===== src/rtl/sys_bus_pkg.sv =====
// Shared types and constants for the 8085 system bus controller.
package sys_bus_pkg;

  typedef enum logic [1:0] {REG_NONE, REG_RAM, REG_ROM, REG_IO} region_e;
  typedef enum logic [1:0] {WS_IDLE, WS_ADDR, WS_WAIT, WS_DONE} wait_state_e;
  typedef enum logic [1:0] {ARB_CPU, ARB_REQ, ARB_DMA, ARB_REL} arb_state_e;

  localparam logic [7:0] RAM_PAGE = 8'h00;
  localparam logic [7:0] ROM_PAGE = 8'h01;

  // Only the high address byte matters for memory decode; I/O ignores it.
  function automatic region_e decode_region(input logic [7:0] page, input logic io);
    if (io)                   return REG_IO;
    else if (page == RAM_PAGE) return REG_RAM;
    else if (page == ROM_PAGE) return REG_ROM;
    else                       return REG_NONE;
  endfunction

endpackage


===== src/rtl/bus_arbiter.sv =====
// HOLD/HLDA arbiter handing the bus between the CPU and one DMA master.
module bus_arbiter
  import sys_bus_pkg::*;
(
  input  logic       clk,
  input  logic       rst,
  input  logic       dma_req,
  input  logic       hlda,
  input  logic       cycle_idle,
  output logic       hold,
  output logic       dma_gnt,
  output arb_state_e state
);

  arb_state_e state_nxt;

  always_ff @(posedge clk or posedge rst) begin
    if (rst) state <= ARB_CPU;
    else     state <= state_nxt;
  end

  // A request is only honoured between bus cycles so a CPU cycle never gets cut.
  always_comb begin
    state_nxt = state;
    case (state)
      ARB_CPU: if (dma_req && cycle_idle) state_nxt = ARB_REQ;
      ARB_REQ: begin
        if (!dma_req)  state_nxt = ARB_REL;
        else if (hlda) state_nxt = ARB_DMA;
      end
      ARB_DMA: if (!dma_req) state_nxt = ARB_REL;
      ARB_REL: if (!hlda)    state_nxt = ARB_CPU;
      default:               state_nxt = ARB_CPU;
    endcase
  end

  assign hold    = (state == ARB_REQ) || (state == ARB_DMA);
  assign dma_gnt = (state == ARB_DMA);

endmodule


===== src/rtl/sys_bus_ctrl.sv =====
// 8085 bus controller: address latch, chip-select decode, wait-state READY
// generation and CPU/DMA bus arbitration.
module sys_bus_ctrl
  import sys_bus_pkg::*;
#(
  parameter logic [3:0] RAM_WAIT = 4'd0,
  parameter logic [3:0] ROM_WAIT = 4'd1,
  parameter logic [3:0] IO_WAIT  = 4'd2
) (
  input  logic        clk,
  input  logic        rst,
  input  logic        ale,
  input  logic [7:0]  ad,
  input  logic [7:0]  a_hi,
  input  logic        iomn,
  input  logic        rdn,
  input  logic        wrn,
  output logic [15:0] addr,
  output logic        ram_csn,
  output logic        rom_csn,
  output logic        io_csn,
  output logic        ready,
  output logic        bus_err,
  input  logic        dma_req,
  output logic        dma_gnt,
  output logic        hold,
  input  logic        hlda,
  output wait_state_e wait_state,
  output arb_state_e  arb_state
);

  wait_state_e wait_state_nxt;
  logic [3:0]  count, count_nxt;
  logic        iomn_q;
  logic        err_nxt;
  logic        strobe;
  logic        cs_en;
  logic        cycle_idle;
  region_e     in_region, cur_region;

  function automatic logic [3:0] wait_of(input region_e r);
    case (r)
      REG_RAM: return RAM_WAIT;
      REG_ROM: return ROM_WAIT;
      REG_IO:  return IO_WAIT;
      default: return 4'd0;
    endcase
  endfunction

  assign strobe     = !rdn || !wrn;
  assign in_region  = decode_region(a_hi, iomn);
  assign cur_region = decode_region(addr[15:8], iomn_q);

  always_ff @(posedge clk or posedge rst) begin
    if (rst) begin
      addr       <= 16'h0000;
      iomn_q     <= 1'b0;
      wait_state <= WS_IDLE;
      count      <= 4'd0;
      bus_err    <= 1'b0;
    end else begin
      wait_state <= wait_state_nxt;
      count      <= count_nxt;
      bus_err    <= err_nxt;
      if (ale) begin
        addr   <= {a_hi, ad};
        iomn_q <= iomn;
      end
    end
  end

  // ALE in any state (re)starts a cycle; in ADDR/WAIT that is a tolerated protocol error.
  always_comb begin
    wait_state_nxt = wait_state;
    count_nxt      = count;
    err_nxt        = 1'b0;
    if (ale) begin
      wait_state_nxt = WS_ADDR;
      count_nxt      = wait_of(in_region);
    end else begin
      case (wait_state)
        WS_ADDR: begin
          if (strobe) begin
            err_nxt = (cur_region == REG_NONE);
            if (count == 4'd0) begin
              wait_state_nxt = WS_DONE;
            end else begin
              wait_state_nxt = WS_WAIT;
              count_nxt      = count - 4'd1;
            end
          end
        end
        WS_WAIT: begin
          if (count <= 4'd1) begin
            wait_state_nxt = WS_DONE;
            count_nxt      = 4'd0;
          end else begin
            count_nxt = count - 4'd1;
          end
        end
        WS_DONE: if (!strobe) wait_state_nxt = WS_IDLE;
        default: wait_state_nxt = WS_IDLE;
      endcase
    end
  end

  // Handshake: the master holds its strobe low and the transfer completes on the
  // first edge that sees ready=1 with the strobe low; ready=0 stretches the cycle.
  always_comb begin
    ready = 1'b1;
    if (wait_state == WS_ADDR || wait_state == WS_WAIT) ready = (count == 4'd0);
  end

  assign cs_en   = (wait_state != WS_IDLE);
  assign ram_csn = !(cs_en && cur_region == REG_RAM);
  assign rom_csn = !(cs_en && cur_region == REG_ROM);
  assign io_csn  = !(cs_en && cur_region == REG_IO);

  assign cycle_idle = (wait_state == WS_IDLE || wait_state == WS_DONE) && !ale;

  bus_arbiter u_arb (
    .clk        (clk),
    .rst        (rst),
    .dma_req    (dma_req),
    .hlda       (hlda),
    .cycle_idle (cycle_idle),
    .hold       (hold),
    .dma_gnt    (dma_gnt),
    .state      (arb_state)
  );

endmodule


===== config.mk =====
export PLATFORM = sky130hd
export DESIGN_NAME = sys_bus_ctrl
export DESIGN_NICKNAME = d
export VERILOG_FILES = /design/src/rtl/sys_bus_pkg.sv /design/src/rtl/bus_arbiter.sv /design/src/rtl/sys_bus_ctrl.sv
export SDC_FILE = /design/constraint.sdc
export NUM_CORES = 1
export LEC_CHECK = 0
export CORE_ASPECT_RATIO = 1.4
export CORE_MARGIN = 8
export CORE_UTILIZATION = 44
export DETAILED_ROUTE_END_ITERATION = 6
export PLACE_DENSITY = 0.79
export SYNTH_ARGS = -nofsm -noshare
export SYNTH_HDL_FRONTEND = slang
export SYNTH_SLANG_ARGS = --single-unit

===== constraint.sdc =====
create_clock -name clk -period 4.1 [get_ports clk]
set_input_delay 0.82 -clock clk [delete_from_list [all_inputs] [get_ports clk]]
set_output_delay 0.82 -clock clk [all_outputs]
set_load 0.02 [all_outputs]

==> impl_results.md, run 1 <==
* Crit Path Class: reg -> out
* Cell Pwr Density at ~570 mW/mm²
* Die Span X at 63.5 µm
* TritonCTS clock tree: done
* # H-tree levels at 1
* Layout net count at 208
* Pin count of the biggest net entering global routing at 27
* Gr usage total at 13.8%
* Slowest stage cell, crit path: clkdlybuf4s50_1
* Synthesized instance count at 121
* Slowest stage delay, CP at 0.60 ns
* Post-synth EDFFs at 0
* WP data required at 3.28 ns
* # port buffers at 50
* Critical Path End Type: output pin
* CTS clk-pin slew, worst paths at 0.08 ns
* Clock sinks at 26
* FILL cells at about 270
* Rows at 24
* Slew margin rel. at 37.7%
* Root buffer cell: clkbuf_8
* Cell taking the most area after synthesis: dfrtp_1
* Die Area at 0.00523 mm²
* Tcrit/Tclk final at between 70% and 80%
* Storage element area at 651 µm²
* Residual DRC at 0
* IR Drop Worst-Case VDD at approximately 0.27 mV
* ANT cells at 0
* Final Util at between 60% and 70%
* Final Hold Vio Count at 0
* Critical path fanouts, max at 5
* Drt initial violations at 12
* Router iterations before antenna repair at 4
* Prevailing post-synth register cell: dfrtp_1
* Largest cells by area after synthesis: dfrtp_1 47%, mux2_2 15%, ha_1 9.9%
* Avg Inst Size Synth at 11.5 µm²
* Sequential share of the synthesized area at 46.9%
* # IOs at 51
* Synth top area share at 46.9%
* Vias in the first global route at ~1.3k
* Initial antenna violation count at 0
* Final Wtd Congestion at 0.784
* Layout cells sized above 1 at 16.3%
* Max-cap viol count at 0
* Final Setup Violations at 0
* Worst Skew at 0.00275 ns
* Worst EP arrival at 2.06 ns
* First-pass GRT wire length at 5840 µm
* Async set-reset flop share out of synthesis at between 90% and 100%
* Core box area at 0.00306 mm²
* CP bufs+invs at 2
* Routed len/inst at ~16 µm
* Critical-path cell list: inv_1, ha_1, or3b_4, nand2_1, clkdlybuf4s50_1
* Worst Hold Class: reg -> reg
* Crit start category: flop
* Register bit total from synthesis at 26
* Later-pin clock latency in the skew report at 0.27 ns
* Final ANT Viol Nets at 0
* Post-CTS sizing at 0
* Area Overhead vs Synth at 42.3%
* CTS Buf Count at 3
* Synthesized area at about 0.0014 mm²
* Chip height at 82.4 µm
* Leak at 0.845 nW
* Family with the most delay on the worst path: buffers and inverters
* Net count after synthesis at 156
* Multi-input gate area at around 680 µm²
* RSZ-0062 raised after global routing: no
* Initial Utilization at 45.3%
* Grt total ovfl at 0
* Yosys Warn Count at 0
* Yosys cell types at 32
* Final Critical Period at 2.88 ns
* CTS hold repair buffers at 0
* Worst-margin pin slew at 0.933 ns
* Vias at 1116
* Routed wire length at 3370 µm
* Clk buf depth at 2
* Run status: complete, no violations
* DPL Wire Length at 2750 µm
* FMAX at 347 MHz
* Setup TNS at 0 ns
* Setup Buffers After CTS at 0
* Slew Viols, Final at 0
* Via-per-instance ratio at between 5 and 6
[cells in the mapped netlist (2+ instances only)]
cell	n
nand3_1	2
nor2b_1	3
nor2_1	3
a31oi_1	2
nand2b_1	2
inv_1	9
o31ai_1	3
buf_2	2
o21ai_0	4
mux2_2	19
a21oi_1	3
nor3_1	5
nor4_1	3
ha_1	11
dfrtp_1	26
nand2_1	8
[logic make-up after synthesis]
logic type	count (synthesis)	synth area share (%)
and+or+nand+nor	29	11.0
DFF	26	46.9
adders and majority gates	11	9.92
xor gates and xnor gates	1	0.631
muxes	20	16.1
AOI/OAI and AO/OA	21	11.2
buffers and inverters	13	4.24
[routing by layer]
layer / wire [µm] / track usage [%] / vias to the layer above
li1: - / - / 535
met1: 1310 / 14.0 / 536
met2: 1660 / 24.7 / 40
met3: 337 / 5.94 / 5
met4: 55 / 5.59 / 0
met5: 0 / 0 / -
[where the power goes]
group	switching (mW)	total, mW	leakage, nW	internal, mW
sequential	0.0612	0.372	0.313	0.311
combinational	0.303	0.591	0.503	0.288
clock	0.0761	0.162	0.0288	0.0858
[flip-flops by register name, indices dropped and copies added (netlist names)]
register and cells:
iomn_q 1, u_arb.state 2, wait_state 2, addr 16
bus_err 1, count 4
[worst paths after layout]
kind / endpoint / slack (ns) / startpoint / depth (start not counted)
worst max-delay path: ready / 1.22 / count[0] / 5
max in group asynchronous: count[2] / 2.47 / rst / 2
worst min-delay path: bus_err / 0.50 / iomn_q / 1
worst max register to register: count[1] / 2.33 / count[0] / 6
worst min register to register: bus_err / 0.50 / iomn_q / 1
min in group asynchronous: addr[1] / 1.06 / rst / 2
[stage by stage]
step           total power, mW  setup WS [ns]  area [µm²]  instances  hold slack, ns
5_1_grt                   1.21           1.11        1970        211           0.520
4_1_cts                   1.14           1.21        1970        211           0.506
3_5_place_dp             0.973           1.52        1920        207           0.488
3_3_place_gp             0.945           1.56        1920        207           0.478
6_report                  1.12           1.22        1970        211           0.501
2_1_floorplan            0.747           2.08        1390        121           0.452
[cells in the final DEF, fill, tap and decap left out, types with 2 or more instances in the layout]
cell type / n
o31ai_1: 3
nand2b_1: 2
mux2_2: 19
inv_1: 9
ha_1: 11
nor3_1: 5
nor2b_1: 3
nand2_1: 8
dfrtp_1: 26
o21ai_0: 4
clkbuf_8: 4
a31oi_1: 2
clkdlybuf4s50_1: 50
nand3_1: 2
nor2_1: 3
nor4_1: 3
a21oi_1: 3
[layout make-up]
| class | instances | area share (%) |
|---|---|---|
| clock buffers | 4 | 2.79 |
| multi-input cells | 82 | 34.3 |
| flip-flops and latches | 26 | 33.0 |
| inverters | 9 | 1.71 |
| repair buffers | 51 | 25.7 |
| well taps | 39 | 2.47 |
No activity file was read; power rests on OpenSTA's default activity.
==> run 2, diff against run 1 <==
clock period = 2.76 ns   (was 4.1 ns; I/O delays follow)
==> run 2 against run 1 <==
Effect of this change: wire length fell by 0.89%; via count rose by 0.90%; clock power rose by 46%; register-to-register slack got worse by 1.3 ns; largest cell class unchanged; largest power group unchanged; utilization rose by 0.25 points; design area rose by 0.38%; sequential share of layout area fell by 0.12 points; flip-flop and latch count did not move.
==> impl_results.md, run 2 (same netlist as run 1, synthesis figures left out) <==
* Run status: complete, no violations (unchanged)
* Crit start category: flop (unchanged)
* Fin Hold WS at 0.500 ns (was 0.501 ns)
* Via-per-instance ratio at 5.31 (was 5.29)
* R2R Setup Slk at 1.01 ns (was 2.33 ns)
* Gr usage total at 13.4% (was 13.8%)
* Finished Layout Cells at 212 (was 211)
* Residual DRC at 0 (unchanged)
* RSZ-0062 raised after global routing: no (unchanged)
* Initial antenna violation count at 0 (unchanged)
* Most frequent cells in the layout: 50 x clkdlybuf4s50_1, 26 x dfrtp_1, 19 x mux2_2, 11 x ha_1, 9 x inv_1 (unchanged)
* Leading cell type in the layout, fill and taps excluded: clkdlybuf4s50_1 (unchanged)
* CTS Buf Count at 3 (unchanged)
* Final Util at 64.7% (was 64.5%)
* Clock sinks at 26 (unchanged)
* Max-cap viol count at 0 (unchanged)
* Initial Utilization at 45.3% (unchanged)
* Layout cells sized above 1 at 16.8% (was 16.3%)
* Flop pwr share at 33.3% (was 33.1%)
* Worst hold path depth at 1 (unchanged)
* Critical Path Source: count[0] (unchanged)
* Rows at 24 (unchanged)
* Router iterations before antenna repair at 4 (unchanged)
* Routed wire length at 3340 µm (was 3370 µm)
* Die Area at 0.00523 mm² (unchanged)
* Leak at 0.850 nW (was 0.845 nW)
* CP endpoint: ready (unchanged)
* Critical path fanouts, max at 5 (unchanged)
* Worst Hold Class: reg -> reg (unchanged)
* FILL cells at 259 (was 271)
* Core box area at 0.00306 mm² (unchanged)
* Crit Path Class: reg -> out (unchanged)
* FMAX at 381 MHz
* Storage element area at 651 µm² (unchanged)
* Final Hold Vio Count at 0 (unchanged)
* Root buffer cell: clkbuf_8 (unchanged)
* Critical Path End Type: output pin (unchanged)
* Final Critical Period at about 2.6 ns
* Later-pin clock latency in the skew report at 0.26 ns (was 0.27 ns)
* IR Drop Worst-Case VDD at 0.439 mV (was 0.267 mV)
* Slew Viols, Final at 0 (unchanged)
* Cell Pwr Density at 836 mW/mm² (was 570 mW/mm²)
* Clk buf depth at 2 (unchanged)
* Grt met2 use at 23.4% (was 24.7%)
* Slew margin rel. at 70.0% (was 37.7%)
* CTS hold repair buffers at 0 (unchanged)
* Largest regs: addr x16, count x4 (unchanged)
* Total power at 1.66 mW (was 1.12 mW)
* GR Layer Usage met1 at 13.4% (was 14.0%)
* Post-CTS sizing at 0 (unchanged)
* Grt total ovfl at 0 (unchanged)
* GRT met3 Usage at 7.15% (was 5.94%)
* Setup TNS at 0 ns (unchanged)
* Die Span X at 63.5 µm (unchanged)
* Net Sw Frac at 38.7% (was 39.1%)
* Comb power frac at 52.4% (was 52.5%)
* WP data required at 2.21 ns (was 3.28 ns)
* TritonCTS clock tree: done (unchanged)
* Chip height at 82.4 µm (unchanged)
* First-pass GRT wire length at 5670 µm (was 5840 µm)
* # IOs at 51 (unchanged)
* Clock Power Share at 14.3% (was 14.4%)
* Routed len/inst at 15.8 µm (was 16.0 µm)
* Placed cell count at 208 (was 207)
* Worst EP arrival at 2.07 ns (was 2.06 ns)
* Area Overhead vs Synth at 42.8% (was 42.3%)
* Worst-margin pin slew at 0.449 ns (was 0.933 ns)
* DPL Wire Length at 2730 µm (was 2750 µm)
* Final ANT Viol Nets at 0 (unchanged)
* Max reg flops at 16 (unchanged)
* Worst Skew at 0.00445 ns (was 0.00275 ns)
* Vias at 1126 (was 1116)
* R2R Path End: count[1] (unchanged)
* Worst r2r path cells at 6 (unchanged)
* # H-tree levels at 1 (unchanged)
* Internal power at 1.02 mW (was 0.685 mW)
* Vias in the first global route at 1249 (was 1317)
* Multi-input gate area at 678 µm² (unchanged)
* Largest register by flop count: addr (unchanged)
* Reg-to-Reg Start: count[0] (unchanged)
* Final Setup Violations at 0 (unchanged)
* # port buffers at 50 (unchanged)
* GRT busiest layer: met2 (unchanged)
* ANT cells at 0 (unchanged)
* Setup Buffers After CTS at 0 (unchanged)
* Switch Pwr at 0.642 mW (was 0.440 mW)
* Tcrit/Tclk final at 95.1%
* Drt initial violations at 17 (was 12)
* CTS clk-pin slew, worst paths at 0.08 ns (about the same)
* Pin count of the biggest net entering global routing at 27 (unchanged)
* Layout net count at 209 (was 208)
* Final Wtd Congestion at 0.786 (was 0.784)
## run 2: changes by cell type in the layout (fill, tap and decap cells not counted), sizes merged
cell	delta
buf	+1
## run 2: worst max-delay path: stages, from the launching register on
cell	delay [ns]
dfrtp_1	0.43
inv_1	0.08
ha_1	0.20
or3b_4	0.41
nand2_1	0.08
clkdlybuf4s50_1	0.60
## run 2: how the worst min path moves through the flow
stage / from / end / slack, ns
5_1_grt: iomn_q / bus_err / 0.52
3_3_place_gp: iomn_q / bus_err / 0.48
6_report: iomn_q / bus_err / 0.50
4_1_cts: iomn_q / bus_err / 0.50
2_1_floorplan: iomn_q / bus_err / 0.45
3_5_place_dp: iomn_q / bus_err / 0.49
## run 2: power groups by stage
stage | Clock, mW | Sequential [mW] | Combinational (mW)
global placement | 0 | 0.552 | 0.854
CTS | 0.247 | 0.553 | 0.884
finish | 0.237 | 0.552 | 0.869
global route | 0.262 | 0.570 | 0.957
detailed placement | 0 | 0.559 | 0.879
floorplan | 0 | 0.605 | 0.504
## run 2: final cells by class
| class | instances | share of cell area, % |
|---|---|---|
| Sequential cell | 26 | 32.8 |
| Tap cell | 39 | 2.46 |
| Clock buffer | 4 | 2.78 |
| Multi-Input combinational cell | 82 | 34.2 |
| Timing Repair Buffer | 52 | 26.0 |
| Inverter | 9 | 1.70 |
## run 2: layer usage
metal	vias up	wire length, µm
met5	-	0
met4	0	22
met3	2	405
met2	41	1610
met1	548	1300
li1	535	-
## run 2: through the flow
step / cell area [µm²] / worst slack (ns)
global route: 1980 / 0.0651
floorplan: 1390 / 1.01
global placement: 1930 / 0.488
CTS: 1980 / 0.131
detailed placement: 1930 / 0.437
finish: 1980 / 0.135
